<file path="src/rtl/q215_requant.sv">
// Q2.15 -> 8-bit requantizer: optional round-half-up, per-sample format select,
// clamp with saturation flag, two-stage valid/ready pipeline and saturation counter.
module q215_requant #(
  parameter bit ROUND = 1'b1
) (
  input  logic        clk,
  input  logic        reset_n,
  input  logic        in_valid,
  output logic        in_ready,
  input  logic [16:0] in_data,
  input  logic [1:0]  in_fmt,
  output logic        out_valid,
  input  logic        out_ready,
  output logic [7:0]  out_data,
  output logic        out_sat,
  input  logic        sat_clr,
  output logic [15:0] sat_count
);

  localparam int STAGES = 2;

  typedef struct packed {
    logic [17:0] sum;
    logic [1:0]  fmt;
  } s1_t;

  typedef struct packed {
    logic [7:0] data;
    logic       sat;
  } s2_t;

  // Reserved format 11 falls through to the Q2.6 shift.
  function automatic logic [3:0] shift_of(input logic [1:0] fmt);
    case (fmt)
      2'b00:   return 4'd8;
      2'b10:   return 4'd7;
      default: return 4'd9;
    endcase
  endfunction

  logic [STAGES:1] vld_pipe;
  s1_t             s1_q, s1_d;
  s2_t             s2_q, s2_d;
  logic            s1_load, s2_load;
  logic [3:0]      in_shift, s1_shift;
  logic [17:0]     rnd_add;
  logic [10:0]     quot;

  assign s2_load  = !vld_pipe[2] || out_ready;
  assign s1_load  = !vld_pipe[1] || s2_load;
  assign in_ready = s1_load;

  always_comb begin
    in_shift = shift_of(in_fmt);
    rnd_add  = ROUND ? (18'd1 << (in_shift - 4'd1)) : 18'd0;
    s1_d.sum = {1'b0, in_data} + rnd_add;
    s1_d.fmt = in_fmt;
  end

  // 18-bit sum shifted by at least 7 leaves at most 11 significant bits.
  always_comb begin
    s1_shift  = shift_of(s1_q.fmt);
    quot      = 11'(s1_q.sum >> s1_shift);
    s2_d.sat  = (quot > 11'd255);
    s2_d.data = s2_d.sat ? 8'hFF : quot[7:0];
  end

  always_ff @(posedge clk) begin
    if (!reset_n) begin
      vld_pipe <= '0;
      s1_q     <= '0;
      s2_q     <= '0;
    end else begin
      if (s1_load) begin
        vld_pipe[1] <= in_valid;
        if (in_valid) s1_q <= s1_d;
      end
      if (s2_load) begin
        vld_pipe[2] <= vld_pipe[1];
        if (vld_pipe[1]) s2_q <= s2_d;
      end
    end
  end

  assign out_valid = vld_pipe[2];
  assign out_data  = s2_q.data;
  assign out_sat   = s2_q.sat;

  // Clear wins over a same-cycle increment; count sticks at all-ones.
  always_ff @(posedge clk) begin
    if (!reset_n || sat_clr)
      sat_count <= '0;
    else if (out_valid && out_ready && out_sat && (sat_count != 16'hFFFF))
      sat_count <= sat_count + 16'd1;
  end

endmodule

</file>
<file path="config.mk">
export PLATFORM = sky130hd
export DESIGN_NAME = q215_requant
export DESIGN_NICKNAME = d
export VERILOG_FILES = /design/src/rtl/q215_requant.sv
export SDC_FILE = /design/constraint.sdc
export NUM_CORES = 1
export LEC_CHECK = 0
export CORE_MARGIN = 2
export CORE_UTILIZATION = 45
export CTS_CLUSTER_SIZE = 10
export DETAILED_ROUTE_END_ITERATION = 8
export GPL_TIMING_DRIVEN = 0
export PLACE_DENSITY = 0.81
export SETUP_SLACK_MARGIN = 0.5
export SYNTH_ARGS = -nofsm -noshare
export SYNTH_HDL_FRONTEND = slang
export SYNTH_SLANG_ARGS = --single-unit
</file>
<file path="constraint.sdc">
create_clock -name clk -period 3 [get_ports clk]
set_input_delay 0.45 -clock clk [delete_from_list [all_inputs] [get_ports clk]]
set_output_delay 0.45 -clock clk [all_outputs]
set_load 0.1 [all_outputs]
</file>
## Word-level counts from Yosys, hierarchy flattened

Cells that the tools add are included.
Widths: inputs -> output; s select.

| word-level totals | value |
|---|---|
| input bits | 24 |
| word-level logic and storage cells | 32 |
| flip-flop bits (word level) | 47 |

| cells by class | value |
|---|---|
| $add $sub $neg | 3 |
| shift operators | 2 |
| equality and inequality tests | 3 |
| reduce and logical (&&, ||, !) cells | 13 |
| muxes and demuxes | 3 |
| $lt $le $gt $ge | 1 |

Operator list:

| kind | count |
|---|---|
| $add 17x18->18 | 1 |
| $shl 1x4->18 const A | 1 |
| $shr 18x4->11 | 1 |
| $add 16x1->16 const B | 1 |
| $ne 16x16->1 const B | 1 |
| $pmux 4 s2 | 2 |
| $gt 11x8->1 const B | 1 |
| $mux 8 | 1 |
| $eq 2x2->1 const B | 2 |
| $logic_not 2->1 | 2 |
| $reduce_and 2->1 | 2 |
| $sub 4x1->4 const B | 1 |
| $logic_and 1x1->1 | 3 |
| $logic_not 1->1 | 3 |
| $logic_or 1x1->1 | 3 |

## Longest topological paths before layout

Gate-level depths: netlist (run 1).

| logic depth | value |
|---|---|
| depth after elaboration | 5 |
| gate-level depth with buffers | 12 |
| depth with buffers taken out | 12 |

## Least setup slack after synthesis (run 1)

Ideal clock, no wire load.

| path | value |
|---|---|
| path kind | register to register |
| start point | register vld_pipe[2] in the netlist's numbering |
| end point | register s1_q[16] in the netlist's numbering |
| slack | 124 ps |
| path buffers | 1 |
| cell stages (with the launch flop) | 8 |
| arrival | 2748 ps |
| cells stage by stage | dfxtp_1 -> nor2b_1 -> nand2_1 -> and2_1 -> buf_2 -> and3_1 -> o211ai_1 -> o211ai_1 |

| on the way | value |
|---|---|
| cells in the longest elaborated chain, start to end | 4 |

Ends and longest elaborated chain:

| element | RTL line | RTL |
|---|---|---|
| start, declared | 41 | `logic [STAGES:1] vld_pipe;` |
| $logic_not 1->1 | 49 | `assign s2_load = !vld_pipe[2] \|\| out_ready;` |
| $logic_or 1x1->1 | 49 |  |
| $logic_or 1x1->1 | 50 | `assign s1_load = !vld_pipe[1] \|\| s2_load;` |
| named net in_ready | 9 | `output logic in_ready,` |
| $reduce_and 2->1 (no source line) | - |  |
| end signal, assigned | 71 | `s1_q <= '0;` |
| end signal, assigned | 76 | `if (in_valid) s1_q <= s1_d;` |
| end, declared | 42 | `s1_t s1_q, s1_d;` |

The timed path passes the listed nets, and every way through them passes these cells.
A chain may end at the register's enable or synchronous reset.

## Final worst setup path (run 1)

| path | value |
|---|---|
| start point | input port in_fmt[1] |
| end point | register s1_q[14] in the netlist's numbering |

| on the way | value |
|---|---|
| cells in the longest elaborated chain, start to end | 5 |
| elaborated cells between the ends (all ways) | 6 |
| classes of those cells | add/sub (2); eq/ne (1); shift (1); mux (1); reduce/logical (1) |

Ends and longest elaborated chain:

| element | RTL line | RTL |
|---|---|---|
| start, declared | 11 | `input logic [1:0] in_fmt,` |
| $eq 2x2->1 / $logic_not 2->1 (equally long branches) | 34 | `case (fmt)` |
| $pmux 4 s2 (*) | 34 |  |
| $sub 4x1->4 (*) | 55 | `rnd_add = ROUND ? (18'd1 << (in_shift - 4'd1)) : 18'd0;` |
| $shl 1x4->18 (*) | 55 |  |
| $add 17x18->18 (*) | 56 | `s1_d.sum = {1'b0, in_data} + rnd_add;` |

Mark *: on every way between the ends. The rest lies on a longest branch, timed or not.

==> summary.md, run 1 <==
| Metric | Value |
|---|---|
| Status | `finished clean` |
| Drt drc | `0` |
| Max-slew violations | `0` |
| RSZ-0062 raised after global routing | `yes` |
| Final Critical Period | `approximately 2.6 ns` |
| CTS Root Cell | `clkbuf_8` |
| Clock skew | `0.0137 ns` |
| Leak | `1.39 nW` |
| Syn. warnings | `0` |
| Top-level port count | `roughly 50` |
| Grt met1 use | `0.253` |
| Met3 Usage GRT | `0.0441` |
| Gr ovfl total | `0` |
| Initial core utilization | `0.468` |
| Crit share post-route | `0.858` |
| DRT Pass-1 Iters | `4` |
| Crit path launch type | `input pin` |
| ANT nets after route | `0` |
| Per-cell routed wire length | `13.9 um` |
| Skew-Pair Late Insertion Delay | `0.29 ns` |
| Synth Flop Type | `dfxtp_1` |
| Gr usage total | `0.198` |
| Dpl cell area | `0.00321 sq mm` |
| Number of CTS-inserted buffers | `5` |
| Post-DP HPWL | `4.71 mm` |
| CTS tree | `done` |
| Longest Clk Path Bufs | `2` |
| Final Setup Violations | `0` |
| Fmax | `between 300 and 400 MHz` |
| H-tree levels | `2` |
| Required time worst endpoint | `3.23 ns` |
| Final Hold Vio Count | `0` |
| Seq/Total Area, Yosys | `0.309` |
| DR iter-0 viols | `127` |
| Hold Slack | `between 0.4 and 0.5 ns` |
| Layout cells sized above 1 | `0.185` |
| Vias per cell | `5.53` |
| Async SR Flop Fraction | `0` |
| Max-slew headroom | `0.345` |
| GP Congestion | `0.850` |
| Worst vdd ir | `0.445 mV` |
| Syn_area_per_cell | `between 8 and 9 sq um` |
| Critical path class | `in2reg` |
| Worst Tran Pin Value | `~1 ns` |
| Max Cap Viol | `0` |
| DIE AREA | `roughly 0.0064 sq mm` |
| Class of the worst hold path | `in2reg` |
| Post-synth EDFFs | `0` |
| CP Max Fanout | `5` |
| Clock slew seen by the registers of the worst setup and hold paths | `around 0.080 ns` |
| First-pass GRT wire length | `10.4 mm` |
| Power, Total | `1.31 mW` |
| Die width | `about 80 um` |
| # rows | `27` |
| Area growth from synthesis to layout | `35.2%` |
| Busiest metal layer after global routing | `met2` |
| Vias in the first global route | `2,356` |
| Port Buffers | `50` |
| Largest net degree at the start of global routing | `14` |
| Synth unique cells | `50` |
| Vias | `2,517` |
| Antenna violations before repair | `0` |
| ANT cells | `0` |
| Synth Net Count | `361` |
| Mapped Area | `0.00259 sq mm` |
| Chip height | `79.9 um` |
| TritonCTS Sinks | `40` |
| GRT met2 Usage | `0.348` |
| CP endpoint kind | `register` |
| Synth Instances | `315` |
| Final #Nets | `roughly 430` |
| Worst Path Arrival | `2.80 ns` |
| Core area | `0.00554 sq mm` |
| Detailed-route wire length | `6.33 mm` |
| Final instance area | `0.00350 sq mm` |
| # fillers | `485` |
| Synth Register Bits | `40` |
| Pwr dens | `374 mW/mm^2` |
==> worst max-delay path, cell delays in order <==
cell      delay, ns
buf_8          0.10
or2_4          0.28
ha_4           0.31
nand2_4        0.08
inv_4          0.06
ha_4           0.12
inv_2          0.03
fa_2           0.34
o21ai_2        0.14
a21o_1         0.21
a21boi_2       0.09
or4_1          0.51
nand3_1        0.08
==> sequential cells by signal, summed over array words and instances, names as in the netlist <==
| name | count |
|---|---|
| sat_count | 16 |
| vld_pipe | 2 |
| s1_q | 13 |
| out_sat | 1 |
| out_data | 8 |
==> final timing paths <==
| path | from | end | slack (ns) | cells past startpoint |
|---|---|---|---|---|
| setup / recovery | in_fmt[1] | s1_q[14] | 0.43 | 13 |
| hold / removal | in_fmt[0] | s1_q[0] | 0.42 | 3 |
| setup reg to reg | sat_count[6] | sat_count[1] | 1.31 | 5 |
| hold reg to reg | s1_q[10] | s1_q[10] | 0.47 | 2 |
==> cells in the mapped netlist, types with 2 or more instances <==
cell / number / area (sq um)
mux2_2: 7 / 78.8
nand3b_1: 2 / 15.0
inv_1: 9 / 33.8
o21ai_0: 18 / 90.1
nor3_1: 7 / 35.0
or3_2: 2 / 15.0
mux2i_1: 10 / 100
o21a_1: 3 / 22.5
nand4_1: 5 / 31.3
and2_1: 4 / 25.0
nand4b_1: 3 / 26.3
buf_2: 5 / 25.0
nor2_1: 30 / 113
xnor2_1: 4 / 35.0
and3_1: 4 / 25.0
ha_1: 21 / 263
a21oi_1: 31 / 155
clkbuf_1: 6 / 22.5
buf_1: 2 / 7.51
o211ai_1: 7 / 52.6
nor2b_1: 3 / 18.8
a21o_1: 5 / 37.5
dfxtp_1: 40 / 801
nand3_1: 24 / 120
xor2_1: 12 / 105
a31o_2: 2 / 17.5
nand2_1: 23 / 86.3
nand2b_1: 3 / 18.8
or3_1: 2 / 12.5
==> metrics by stage <==
step           std cells  TNS [ns]   util  worst slack (ns)
2_1_floorplan        315         0      -             0.452
3_3_place_gp         437     -1.10  0.579            -0.263
3_5_place_dp         437     -1.30  0.579            -0.289
4_1_cts              449         0  0.616             0.413
5_1_grt              455         0  0.632             0.402
6_report             455         0  0.632             0.427
==> layer usage <==
metal	part of all wire	routed length (um)	up-vias
met4	0.0060	38	0
met1	0.47	2950	1197
met3	0.040	254	4
met2	0.49	3090	55
met5	0	0	-
li1	-	-	1261
==> cell usage in the layout (no fill, tap or decap), types with 6 or more instances in the layout <==
cell             instances
a21oi_1                 26
buf_4                   10
clkbuf_1                 6
clkbuf_8                 6
clkdlybuf4s50_1         47
dfxtp_1                 39
ha_1                    17
inv_1                    6
mux2_2                   7
mux2i_1                 10
nand2_1                 21
nand3_1                 24
nor2_1                  28
nor3_1                   6
o211ai_1                 7
o21ai_0                 16
xor2_1                  12
==> logic make-up after synthesis <==
kind of cell    Yosys count  share of synthesized area
buf+inv                  23                     0.0357
xor+xnor                 16                     0.0541
fa+ha+maj                22                      0.109
compound gates           74                      0.173
mux                      17                     0.0691
flops                    40                      0.309
simple gates            123                      0.250
==> final cells by class <==
cell class,count,area (sq um),area share
clock buffers,6,82.6,0.0236
clock inverters,2,13.8,0.00393
repair buffers,60,577,0.165
inverters,10,40.0,0.0114
well taps,72,90.1,0.0257
flip-flops and latches,40,802,0.229
plain buffers,13,55.1,0.0157
multi-input cells,252,1840,0.526
==> power by group <==
group / internal (mW) / total [mW] / switching, mW / leakage [nW]
Clock: 0.188 / 0.378 / 0.190 / 0.0516
Combinational: 0.143 / 0.358 / 0.215 / 1.01
Sequential: 0.556 / 0.575 / 0.0180 / 0.327
Total: 0.888 / 1.31 / 0.423 / 1.39
==> timing repair <==
| item | 4_1_cts | 5_1_grt |
|---|---|---|
| gates resized for setup | 24 | 19 |
| endpoints found under the setup margin | 12 | 12 |
| hold buffers | 0 | 0 |
| hold endpoints to repair | 0 | 0 |
| setup buffers | 4 | 6 |
| pin swaps | 12 | 11 |
Note: power is estimated with default switching activity, not from simulation.
==> run 2: changes to the inputs <==
CORE_MARGIN = 5   (was 2)
==> run 2 against run 1 <==
Compared with the run above:
- non-clock buffer count fell by 1
- sequential power barely moved
- sequential share of layout area fell by 0.27 points
- cell count fell by 0.22%
- critical endpoint unchanged
- highest routed layer unchanged
==> summary.md, run 2 (same netlist as run 1, synthesis figures left out) <==
| Metric | Value |
|---|---|
| # fillers | `roughly 470` |
| Comb pwr share | `0.260` |
| Gr ovfl total | `0` |
| Sequential fraction of design power | `0.416` |
| Critical Path Max Stage Delay | `0.52 ns` |
| Final Hold Vio Count | `0` |
| DR iter-0 viols | `between 100 and 150` |
| Vias in the first global route | `2,524` |
| CTS tree | `done` |
| Skew-Pair Late Insertion Delay | `0.29 ns` |
| Most frequent CP cell | `ha_4` |
| Final Critical Period | `2.59 ns` |
| Fmax | `387 MHz` |
| Largest Register | `sat_count` |
| H-tree levels | `2` |
| Worst vdd ir | `0.427 mV` |
| Longest Clk Path Bufs | `2` |
| CTS Root Cell | `clkbuf_8` |
| Antenna violations before repair | `0` |
| Crit share post-route | `0.862` |
| DRT Pass-1 Iters | `4` |
| Switch Pwr | `0.431 mW` |
| Internal power | `0.950 mW` |
| Detailed-route wire length | `6.50 mm` |
| RSZ-0062 raised after global routing | `yes` |
| Port Buffers | `50` |
| Critical path class | `in2reg` |
| # rows | `27` |
| GP Congestion | `0.869` |
| Setup_tns | `0 ns` |
| Clock share of power | `0.323` |
| Power, Total | `1.38 mW` |
| Most frequent cells in the layout | `47 x clkdlybuf4s50_1, 39 x dfxtp_1, 29 x nor2_1` |
| Leak | `about 1.4 nW` |
| Largest net degree at the start of global routing | `15` |
| ANT cells | `0` |
| Clock slew seen by the registers of the worst setup and hold paths | `0.08 ns` |
| Core area | `0.00554 sq mm` |
| Vias per cell | `about 5.5` |
| Util after Layout | `0.640` |
| Area growth from synthesis to layout | `36.7%` |
| Crit path cell chain | `buf_8 > or2_4 > ha_4 > nand2_4 > inv_4 > ha_4 > inv_2 > fa_2 > o21ai_4 > a21o_1 > a21boi_2 > or4_1 > nand3_1` |
| Switch share | `0.312` |
| Number of CTS-inserted buffers | `5` |
| First-pass GRT wire length | `10.9 mm` |
| Die width | `roughly 86 um` |
| Max-slew headroom | `0.348` |
| Top-level port count | `51` |
| Max-slew violations | `0` |
| Clock skew | `approximately 0.0083 ns` |
| CP endpoint kind | `register` |
| Required time worst endpoint | `3.23 ns` |
| Worst Path Arrival | `2.82 ns` |
| Worst Tran Pin Value | `0.975 ns` |
| Slowest-stage cell, CP | `or4_1` |
| Final Setup Violations | `0` |
| Final #Nets | `427` |
| Status | `finished clean` |
| CP Max Fanout | `5` |
| Crit path launch type | `input pin` |
| Layout cells sized above 1 | `0.186` |
| Per-cell routed wire length | `14.3 um` |
| ANT nets after route | `0` |
| Vias | `2,494` |
| Initial core utilization | `0.468` |
| Max FFs per register | `16` |
| TritonCTS Sinks | `40` |
| Max Cap Viol | `0` |
| Pwr dens | `between 300 and 400 mW/mm^2` |
| Post-DP HPWL | `4.89 mm` |
| Class of the worst hold path | `in2reg` |
| Commonest non-fill, non-tap cell in the layout | `clkdlybuf4s50_1` |
| Gr usage total | `0.176` |
| DIE AREA | `0.00738 sq mm` |
| Drt drc | `0` |
| Chip height | `85.9 um` |
-- run 2: final timing paths --
path	start	depth (start not counted)	slack [ns]	end
setup reg to reg	sat_count[6]	5	1.29	sat_count[1]
setup / recovery	in_fmt[1]	13	0.41	s1_q[14]
hold / removal	in_fmt[0]	3	0.41	s1_q[0]
hold reg to reg	s1_q[18]	2	0.48	s1_q[18]
-- run 2: worst max-delay path, delay by kind of cell --
kind,cells,cell delay (ns)
AO/OA/AOI/OAI,3,0.45
adder cells (fa/ha/maj),3,0.78
buffers and inverters,3,0.19
AND/OR/NAND/NOR,4,0.95
-- run 2: routing by layer --
metal	GRT usage	part of all wire	wire length, um
met5	0	0	0
met1	0.209	0.43	2770
met3	0.0471	0.058	376
met4	0.0518	0.011	72
met2	0.310	0.50	3280
-- run 2: layout make-up --
| type | count | area [sq um] | area share |
|---|---|---|---|
| sequential | 40 | 802 | 0.226 |
| tap | 72 | 90.1 | 0.0254 |
| timing repair buffer | 59 | 577 | 0.163 |
| clock buffer | 5 | 68.8 | 0.0194 |
| inverter | 10 | 40.0 | 0.0113 |
| buffer | 13 | 55.1 | 0.0155 |
| multi-input combinational | 252 | 1860 | 0.526 |
| clock inverter | 3 | 46.3 | 0.0131 |
-- run 2: power groups by stage --
stage	clock (mW)	sequential, mW	combinational, mW
floorplan	0	0.655	0.153
global placement	0	0.586	0.313
detailed placement	0	0.587	0.321
CTS	0.459	0.575	0.338
global route	0.485	0.579	0.388
finish	0.446	0.575	0.360
-- run 2: what timing repair did --
| action | 4_1_cts | 5_1_grt |
|---|---|---|
| gates cloned | 0 | 0 |
| resized for setup | 30 | 16 |
| setup buffers | 4 | 5 |
| setup endpoints to repair | 12 | 7 |
| pin swaps | 11 | 14 |
| hold buffers | 0 | 0 |
-- run 2: stage by stage --
stage | hold WS, ns | setup WS [ns] | instances | area, sq um
after floorplan | 0.439 | 0.452 | 315 | 2620
after global placement | 0.458 | -0.229 | 437 | 3210
after detailed placement | 0.463 | -0.305 | 437 | 3210
after CTS | 0.431 | 0.477 | 449 | 3440
after global routing | 0.430 | 0.332 | 454 | 3540
final | 0.414 | 0.414 | 454 | 3540
